## src/rtl/uart_rx_fifo_if.sv

```systemverilog
// Byte handshake bundle between the UART receiver, the rx FIFO and its consumer.
// master = receiver/consumer side, slave = FIFO side.
interface uart_rx_fifo_if;
    logic [7:0] in_data;
    logic       in_req;
    logic [7:0] out_data;
    logic       out_req;
    logic       out_ack;

    modport master (
        output in_data,
        output in_req,
        output out_ack,
        input  out_data,
        input  out_req
    );

    modport slave (
        input  in_data,
        input  in_req,
        input  out_ack,
        output out_data,
        output out_req
    );
endinterface

```

## src/rtl/uart_rx_fifo.sv

```systemverilog
// Circular byte FIFO behind the UART receiver: strobe capture, req/ack drain, sticky overflow.
// Optional end-of-line counter enabled by defining UART_RX_FIFO_LINE_EN.
module uart_rx_fifo #(
    parameter int         AW  = 4,
    parameter logic [7:0] EOL = 8'h0A
) (
    input  logic          clk,
    input  logic          rst_n,
    uart_rx_fifo_if.slave bus,
    output logic [AW:0]   level,
    output logic          overflow,
    input  logic          ovf_clr,
    output logic [AW:0]   line_cnt,
    output logic          line_rdy
);

    localparam int DEPTH = 2 ** AW;

    logic [7:0]    mem [DEPTH];
    logic [AW-1:0] wr_ptr;
    logic [AW-1:0] rd_ptr;
    logic [AW-1:0] next_rd;
    logic [AW:0]   level_next;
    logic [7:0]    head_next;
    logic          full;
    logic          push;
    logic          pop;
    logic          drop;

    assign full        = (level == (AW+1)'(DEPTH));
    assign pop         = bus.out_ack & bus.out_req;
    assign push        = bus.in_req & (~full | pop);
    assign drop        = bus.in_req & ~push;
    assign bus.out_req = (level != '0);
    assign next_rd     = rd_ptr + AW'(pop);

    // Head for the next cycle; a byte written into an empty slot at the head bypasses memory.
    always_comb begin
        level_next = level;
        case ({push, pop})
            2'b10:   level_next = level + 1'b1;
            2'b01:   level_next = level - 1'b1;
            default: level_next = level;
        endcase
        head_next = mem[next_rd];
        if (push && (wr_ptr == next_rd))
            head_next = bus.in_data;
    end

    always_ff @(posedge clk) begin
        if (push)
            mem[wr_ptr] <= bus.in_data;
    end

    always_ff @(posedge clk or negedge rst_n) begin
        if (!rst_n) begin
            wr_ptr       <= '0;
            rd_ptr       <= '0;
            level        <= '0;
            overflow     <= 1'b0;
            bus.out_data <= 8'h00;
        end else begin
            if (push)
                wr_ptr <= wr_ptr + 1'b1;
            rd_ptr <= next_rd;
            level  <= level_next;
            if (drop)
                overflow <= 1'b1;
            else if (ovf_clr)
                overflow <= 1'b0;
            // When the FIFO goes empty the last head value is simply held.
            if (level_next != '0)
                bus.out_data <= head_next;
        end
    end

`ifdef UART_RX_FIFO_LINE_EN
    logic eol_in;
    logic eol_out;

    assign eol_in   = push & (bus.in_data == EOL);
    assign eol_out  = pop & (bus.out_data == EOL);
    assign line_rdy = (line_cnt != '0);

    always_ff @(posedge clk or negedge rst_n) begin
        if (!rst_n) begin
            line_cnt <= '0;
        end else begin
            case ({eol_in, eol_out})
                2'b10:   line_cnt <= line_cnt + 1'b1;
                2'b01:   line_cnt <= line_cnt - 1'b1;
                default: line_cnt <= line_cnt;
            endcase
        end
    end
`else
    logic unused_eol;

    assign unused_eol = ^EOL;
    assign line_cnt   = '0;
    assign line_rdy   = 1'b0;
`endif

endmodule

```

## src/flat_wrapper.sv

```systemverilog
// flat-port wrapper written by rule: the top's interface ports become plain ports
module uart_rx_fifo_flat 
#(
    parameter int         AW  = 4,
    parameter logic [7:0] EOL = 8'h0A
)
  (clk, rst_n, level, overflow, ovf_clr, line_cnt, line_rdy, bus_in_data, bus_in_req, bus_out_ack, bus_out_data, bus_out_req);
  uart_rx_fifo_if bus_i ();
  input  logic clk;
  input  logic rst_n;
  output logic [AW:0] level;
  output logic overflow;
  input  logic ovf_clr;
  output logic [AW:0] line_cnt;
  output logic line_rdy;
  input wire logic [$bits(bus_i.in_data)-1:0] bus_in_data;
  input wire logic [$bits(bus_i.in_req)-1:0] bus_in_req;
  input wire logic [$bits(bus_i.out_ack)-1:0] bus_out_ack;
  output wire logic [$bits(bus_i.out_data)-1:0] bus_out_data;
  output wire logic [$bits(bus_i.out_req)-1:0] bus_out_req;
  assign bus_i.in_data = bus_in_data;
  assign bus_i.in_req = bus_in_req;
  assign bus_i.out_ack = bus_out_ack;
  assign bus_out_data = bus_i.out_data;
  assign bus_out_req = bus_i.out_req;
  uart_rx_fifo #(.AW(AW), .EOL(EOL)) u_core (.clk(clk), .rst_n(rst_n), .bus(bus_i), .level(level), .overflow(overflow), .ovf_clr(ovf_clr), .line_cnt(line_cnt), .line_rdy(line_rdy));
endmodule
```

## config.mk

```make
export PLATFORM = sky130hd
export DESIGN_NAME = uart_rx_fifo_flat
export DESIGN_NICKNAME = d
export VERILOG_FILES = /design/src/rtl/uart_rx_fifo_if.sv /design/src/rtl/uart_rx_fifo.sv /design/src/flat_wrapper.sv
export SDC_FILE = /design/constraint.sdc
export NUM_CORES = 1
export LEC_CHECK = 0
export CAP_MARGIN = 40
export CORE_ASPECT_RATIO = 1.4
export CORE_MARGIN = 2
export CORE_UTILIZATION = 40
export DETAILED_ROUTE_END_ITERATION = 10
export PLACE_DENSITY = 0.55
export SYNTH_ARGS = -nofsm -noshare
export SYNTH_HDL_FRONTEND = slang
export SYNTH_SLANG_ARGS = --single-unit
```

## constraint.sdc

```tcl
create_clock -name clk -period 3.4 [get_ports clk]
set_input_delay 0.68 -clock clk [delete_from_list [all_inputs] [get_ports clk]]
set_output_delay 0.68 -clock clk [all_outputs]
set_load 0.02 [all_outputs]
```

Yosys cells after proc, flatten, opt, wreduce, memory -nomap -nowiden
Memory sizes are Yosys's and may differ from the RTL's. A register that Yosys moved wholly into a read port is not among the register bits.
Cells that the tools add are included.
Word-level totals
  register bits: 14
  latch bits: 0
  RAM bits: 128
  ROM bits: 0
  input bits: 13
  output and inout port bits: 21
  logic and storage cells: 27
  memories kept: 1
Memories
  u_core.mem: words 16, width 8, rd ports 1, clocked after Yosys merged registers in 1, write ports 1, RTL line uart_rx_fifo.sv:19  | logic [7:0] mem [DEPTH];
Cells by class
  $add $sub $neg: 4
  multipliers: 0
  divide/modulo/power cells: 0
  magnitude comparators: 0
  equality and inequality tests: 3
  shift-type cells: 0
  mux-type cells: 5
  bitwise operators: 6
  reduce and logical (&&, ||, !) cells: 4
Operators with widths (number)
  5-bit case mux with 2 select lines: 1
  5-bit nonzero test: 2
  5-bit by 1-bit adder with 5-bit output, second input constant: 1
  5-bit == test, second input constant: 1
  5-bit by 1-bit subtractor with 5-bit output, second input constant: 1
  4-bit by 1-bit adder with 4-bit output: 1
  4-bit by 1-bit adder with 4-bit output, second input constant: 1
  1-bit 2-to-1 mux: 4
  1-bit AND: 3
  2-bit by 1-bit == test with 1-bit output, second input constant: 1
  2-bit == test, second input constant: 1
  1-bit inverter: 2
  2-bit nonzero test: 1
  1-bit zero test: 1
  1-bit bitwise OR: 1

Depth between registers and ports, before layout
  depth after elaboration: 7
  mapped depth: 13

Worst setup path before layout
OpenSTA, ideal clock, no wires.
  path kind: reg-to-reg
  start: reg u_core.level[0]
  end: reg u_core.bus.out_data[1] (read register of u_core.mem)
  data arrival time: 3.503 ns
  data required time: 3.275 ns
  setup slack: -0.228 ns
  stages on the path, launching flop included: 13
  path buffers: 3
  cell sequence: dfrtp_1 -> or4_1 -> buf_2 -> o21ai_4 -> inv_1 -> ha_1 -> clkbuf_1 -> buf_2 -> mux4_2 -> mux2i_1 -> mux2i_1 -> mux2_2 -> mux2_2
Between the ends
  elaborated cells on any way between the ends: 13
RTL lines
  start, declared: RTL line uart_rx_fifo.sv:10  | output logic [AW:0] level,
  start signal, assigned: RTL line uart_rx_fifo.sv:66  | level <= level_next;
  5-bit nonzero test: RTL line uart_rx_fifo.sv:34  | assign bus.out_req = (level != '0);
  1-bit AND: RTL line uart_rx_fifo.sv:31  | assign pop = bus.out_ack & bus.out_req;
  4-bit by 1-bit adder with 4-bit output: RTL line uart_rx_fifo.sv:35  | assign next_rd = rd_ptr + AW'(pop);
  named net u_core.next_rd[0]: RTL line uart_rx_fifo.sv:22  | logic [AW-1:0] next_rd;
  end, declared: RTL line uart_rx_fifo_if.sv:22  | output out_data,
The timed path passes the listed nets, and every way through them passes these cells.
A chain may end at the register's enable or synchronous reset.

Final worst setup path
  start: reg u_core.level[1]
  end: reg u_core.bus.out_data[1] (read register of u_core.mem)
The elaborated chain is that of the path after synthesis.

==> metrics.md <==
| Metric | Value |
|---|---|
| Reg2reg path depth | `11` |
| Multi-input logic area | `1930 um^2` |
| Gpl congestion | `0.796` |
| Crit. Startpoint | `u_core.level[1]` |
| RSZ-0062 raised after global routing | `false` |
| Most common cell after layout, fill and taps aside | `edfxtp_1` |
| Min Clock Period, post-route | `3280 ps` |
| Fmax | `304 MHz` |
| Slew @ Worst Pin | `626 ps` |
| Die H | `154 um` |
| CTS tree | `built` |
| HP Start | `u_core.bus.out_data[3]` |
| Startpoint Class | `flop` |
| Avg Cell Area, Syn | `18.7 um^2` |
| Mapped Cells | `341` |
| Global-route wire length before repair | `20.9 mm` |
| Clock latency on the worst-skew pair | `410 ps` |
| Commonest non-fill, non-tap cells in the layout | `128 x edfxtp_1, 32 x mux4_2, 27 x clkdlybuf4s50_1` |
| Top_reg_cell synth | `edfxtp_1` |
| Fin crit share | `96.6%` |
| Leakage | `2.78 nW` |
| Register area share after synthesis | `68.7%` |
| First drt pass iteration count | `5` |
| Number of routed nets with antenna violations | `0` |
| Drt drc | `0` |
| Worst-path clk slew | `60 ps` |
| DP HPWL | `9.12 mm` |
| FF-to-FF setup slack | `120 ps` |
| Final Total Pwr | `7.71 mW` |
| Area grow syn2layout | `22.2%` |
| Syn. warnings | `0` |
| Slew Limit Fails | `0` |
| Asr flop ratio synth | `14.7%` |
| Final nets | `427` |
| Total gr overflow | `0` |
| DR WL/cell | `21.9 um` |
| RR Startpoint | `u_core.level[1]` |
| Row count | `54` |
| Crit path largest cell delay | `570 ps` |
| Synthesized area | `6390 um^2` |
| Register area | `4400 um^2` |
| CP Capture Type | `flop` |
| Final worst slack | `116 ps` |
| Vias in the first global route | `3498` |
| Reg2reg end | `u_core.bus.out_data[1]` |
| Number of synthesized flops with an enable pin | `128` |
| Root Driver | `clkbuf_16` |
| Crit-path max FO | `15` |
| CP Cell Sequence | `or4_4, o21ai_4, inv_1, ha_4, ha_1, buf_12, mux4_2, mux2i_1, mux2i_1, mux2_2, mux2_2` |
| Crit path buf inv count | `2` |
| Largest net degree at the start of global routing | `18` |
| CTS H-Tree Depth | `4` |
| # setup viols final | `0` |
| Core Box Area | `15600 um^2` |
| Ratio of cells with drive above 1 in the final layout | `30.2%` |
| Final Hold Vio Count | `0` |
| Critical path data arrival time | `3580 ps` |
| Die X | `111 um` |
| Flops & latches, synth | `150` |
| ANT cells | `0` |
| CP required | `3690 ps` |
| DR vias/cell | `5.34` |
| CP max-delay cell | `or4_4` |
| Critical path's top delay family | `multiplexers` |
| Relative slew margins | `58.1%` |
| Worst hold path class | `reg -> reg` |
| Initial drt markers | `188` |
| Outcome | `finished clean` |
| Crit Path Class | `reg -> reg` |
| Tot GR Track Use | `16.7%` |
| Fillers | `1270` |
| Initial antenna violation count | `0` |
| Vias post-DR | `3273` |
| Clock sink total | `150` |
| Hold_buf cts | `0` |
| Dpl ws | `-288 ps` |
| Full die area | `17000 um^2` |
| Clock skew | `8.45 ps` |
| Power Density | `987 nW/um^2` |
| CTS max path bufs | `2` |
| Critical path depth in cells | `11` |
| Initial Util | `41.0%` |
| Routed Wire Length | `13.4 mm` |
| I/O pin count | `34` |
| Critical path endpoint | `u_core.bus.out_data[1]` |
| Total CTS buffers | `17` |
| # port buffers | `27` |
| Synth unique cells | `46` |
| Maximum vdd ir drop | `538 uV` |
| Max Cap Viol | `0` |
Yosys cell counts, types with 2 or more instances:
cell | n | area share, %
clkbuf_1 | 7 | 0.41
nand2b_1 | 3 | 0.29
o21ai_0 | 4 | 0.31
xor2_1 | 6 | 0.82
a21oi_1 | 4 | 0.31
nand3_1 | 2 | 0.16
dfrtp_1 | 22 | 8.6
mux2_2 | 16 | 2.8
and3_1 | 2 | 0.20
nor2b_1 | 2 | 0.20
and2_1 | 16 | 1.6
buf_2 | 5 | 0.39
nor3_1 | 3 | 0.23
xor2_2 | 2 | 0.51
xnor2_1 | 4 | 0.55
mux2i_1 | 25 | 3.9
edfxtp_1 | 128 | 60
buf_4 | 6 | 0.70
inv_1 | 6 | 0.35
a21o_1 | 3 | 0.35
mux4_2 | 32 | 11
ha_1 | 9 | 1.8
nand2_1 | 9 | 0.53
nor2_1 | 3 | 0.18
flip-flops by register name, indices dropped and copies added, names as in the netlist:
register and flops:
u_core.mem 128, u_core.level 5, u_core.overflow 1, u_core.bus.out_data 8
u_core.wr_ptr 4, u_core.rd_ptr 4
worst min-delay path by stage:
stage | endpoint | cells past startpoint | slack [ps]
after global placement | u_core.bus.out_data[0] | 1 | 500
after floorplan | u_core.bus.out_data[0] | 0 | 380
after detailed placement | u_core.bus.out_data[3] | 1 | 500
final | u_core.bus.out_data[3] | 1 | 510
after global routing | u_core.bus.out_data[7] | 1 | 540
after CTS | u_core.bus.out_data[3] | 1 | 510
area by class of cell:
type	instances	area share (%)
clock buffer	19	5.67
clock inverter	13	2.21
inverter	6	0.288
multi-input combinational	172	24.7
sequential	150	56.3
tap	196	3.14
timing repair buffer	57	7.76
stage by stage:
step                instance area, um^2  hold slack, ps  setup TNS [ps]  cells  utilization (%)
finish                             7820             508               0    613             50.1
global route                       7820             537               0    613             50.1
detailed placement                 7150             498           -2280    580             45.8
global placement                   7120             496           -1610    579             45.6
CTS                                7790             513               0    613             49.9
floorplan                          6430             384               0    346                -
report_power, final:
group	internal, mW	total (mW)	switching (mW)	leakage, nW
Combinational	1.77	3.32	1.55	1.07
Sequential	2.30	2.46	0.155	1.42
Clock	1.19	1.94	0.750	0.292
what timing repair did:
action                     4_1_cts  5_1_grt
buffers inserted                 1        0
resized for setup                2        3
pin swaps                        1        0
setup endpoints to repair        7        6
worst register-to-register path, cell delays in order (launching register included):
cell and delay, ps:
dfrtp_2 410, or4_4 570, o21ai_4 150, inv_1 90, ha_4 170, ha_1 370, buf_12 180, mux4_2 300
mux2i_1 270, mux2i_1 120, mux2_2 270, mux2_2 250
kinds of logic after synthesis:
family	after synthesis	share of synthesized area (%)
other	1	0.0587
adder cells (fa/ha/maj)	10	2.07
AO/OA/AOI/OAI	23	2.84
XOR/XNOR	12	1.88
multiplexers	73	18.0
flip-flops	150	68.7
AND/OR/NAND/NOR	48	4.56
buffers and inverters	24	1.86
per-layer routing:
layer	wire, um	up-vias	track usage [%]
li1	-	1468	-
met1	5600	1729	20.4
met2	7300	64	30.0
met3	370	12	3.19
met4	143	0	5.24
met5	0	-	0
Power figures use the tool's default switching activity.
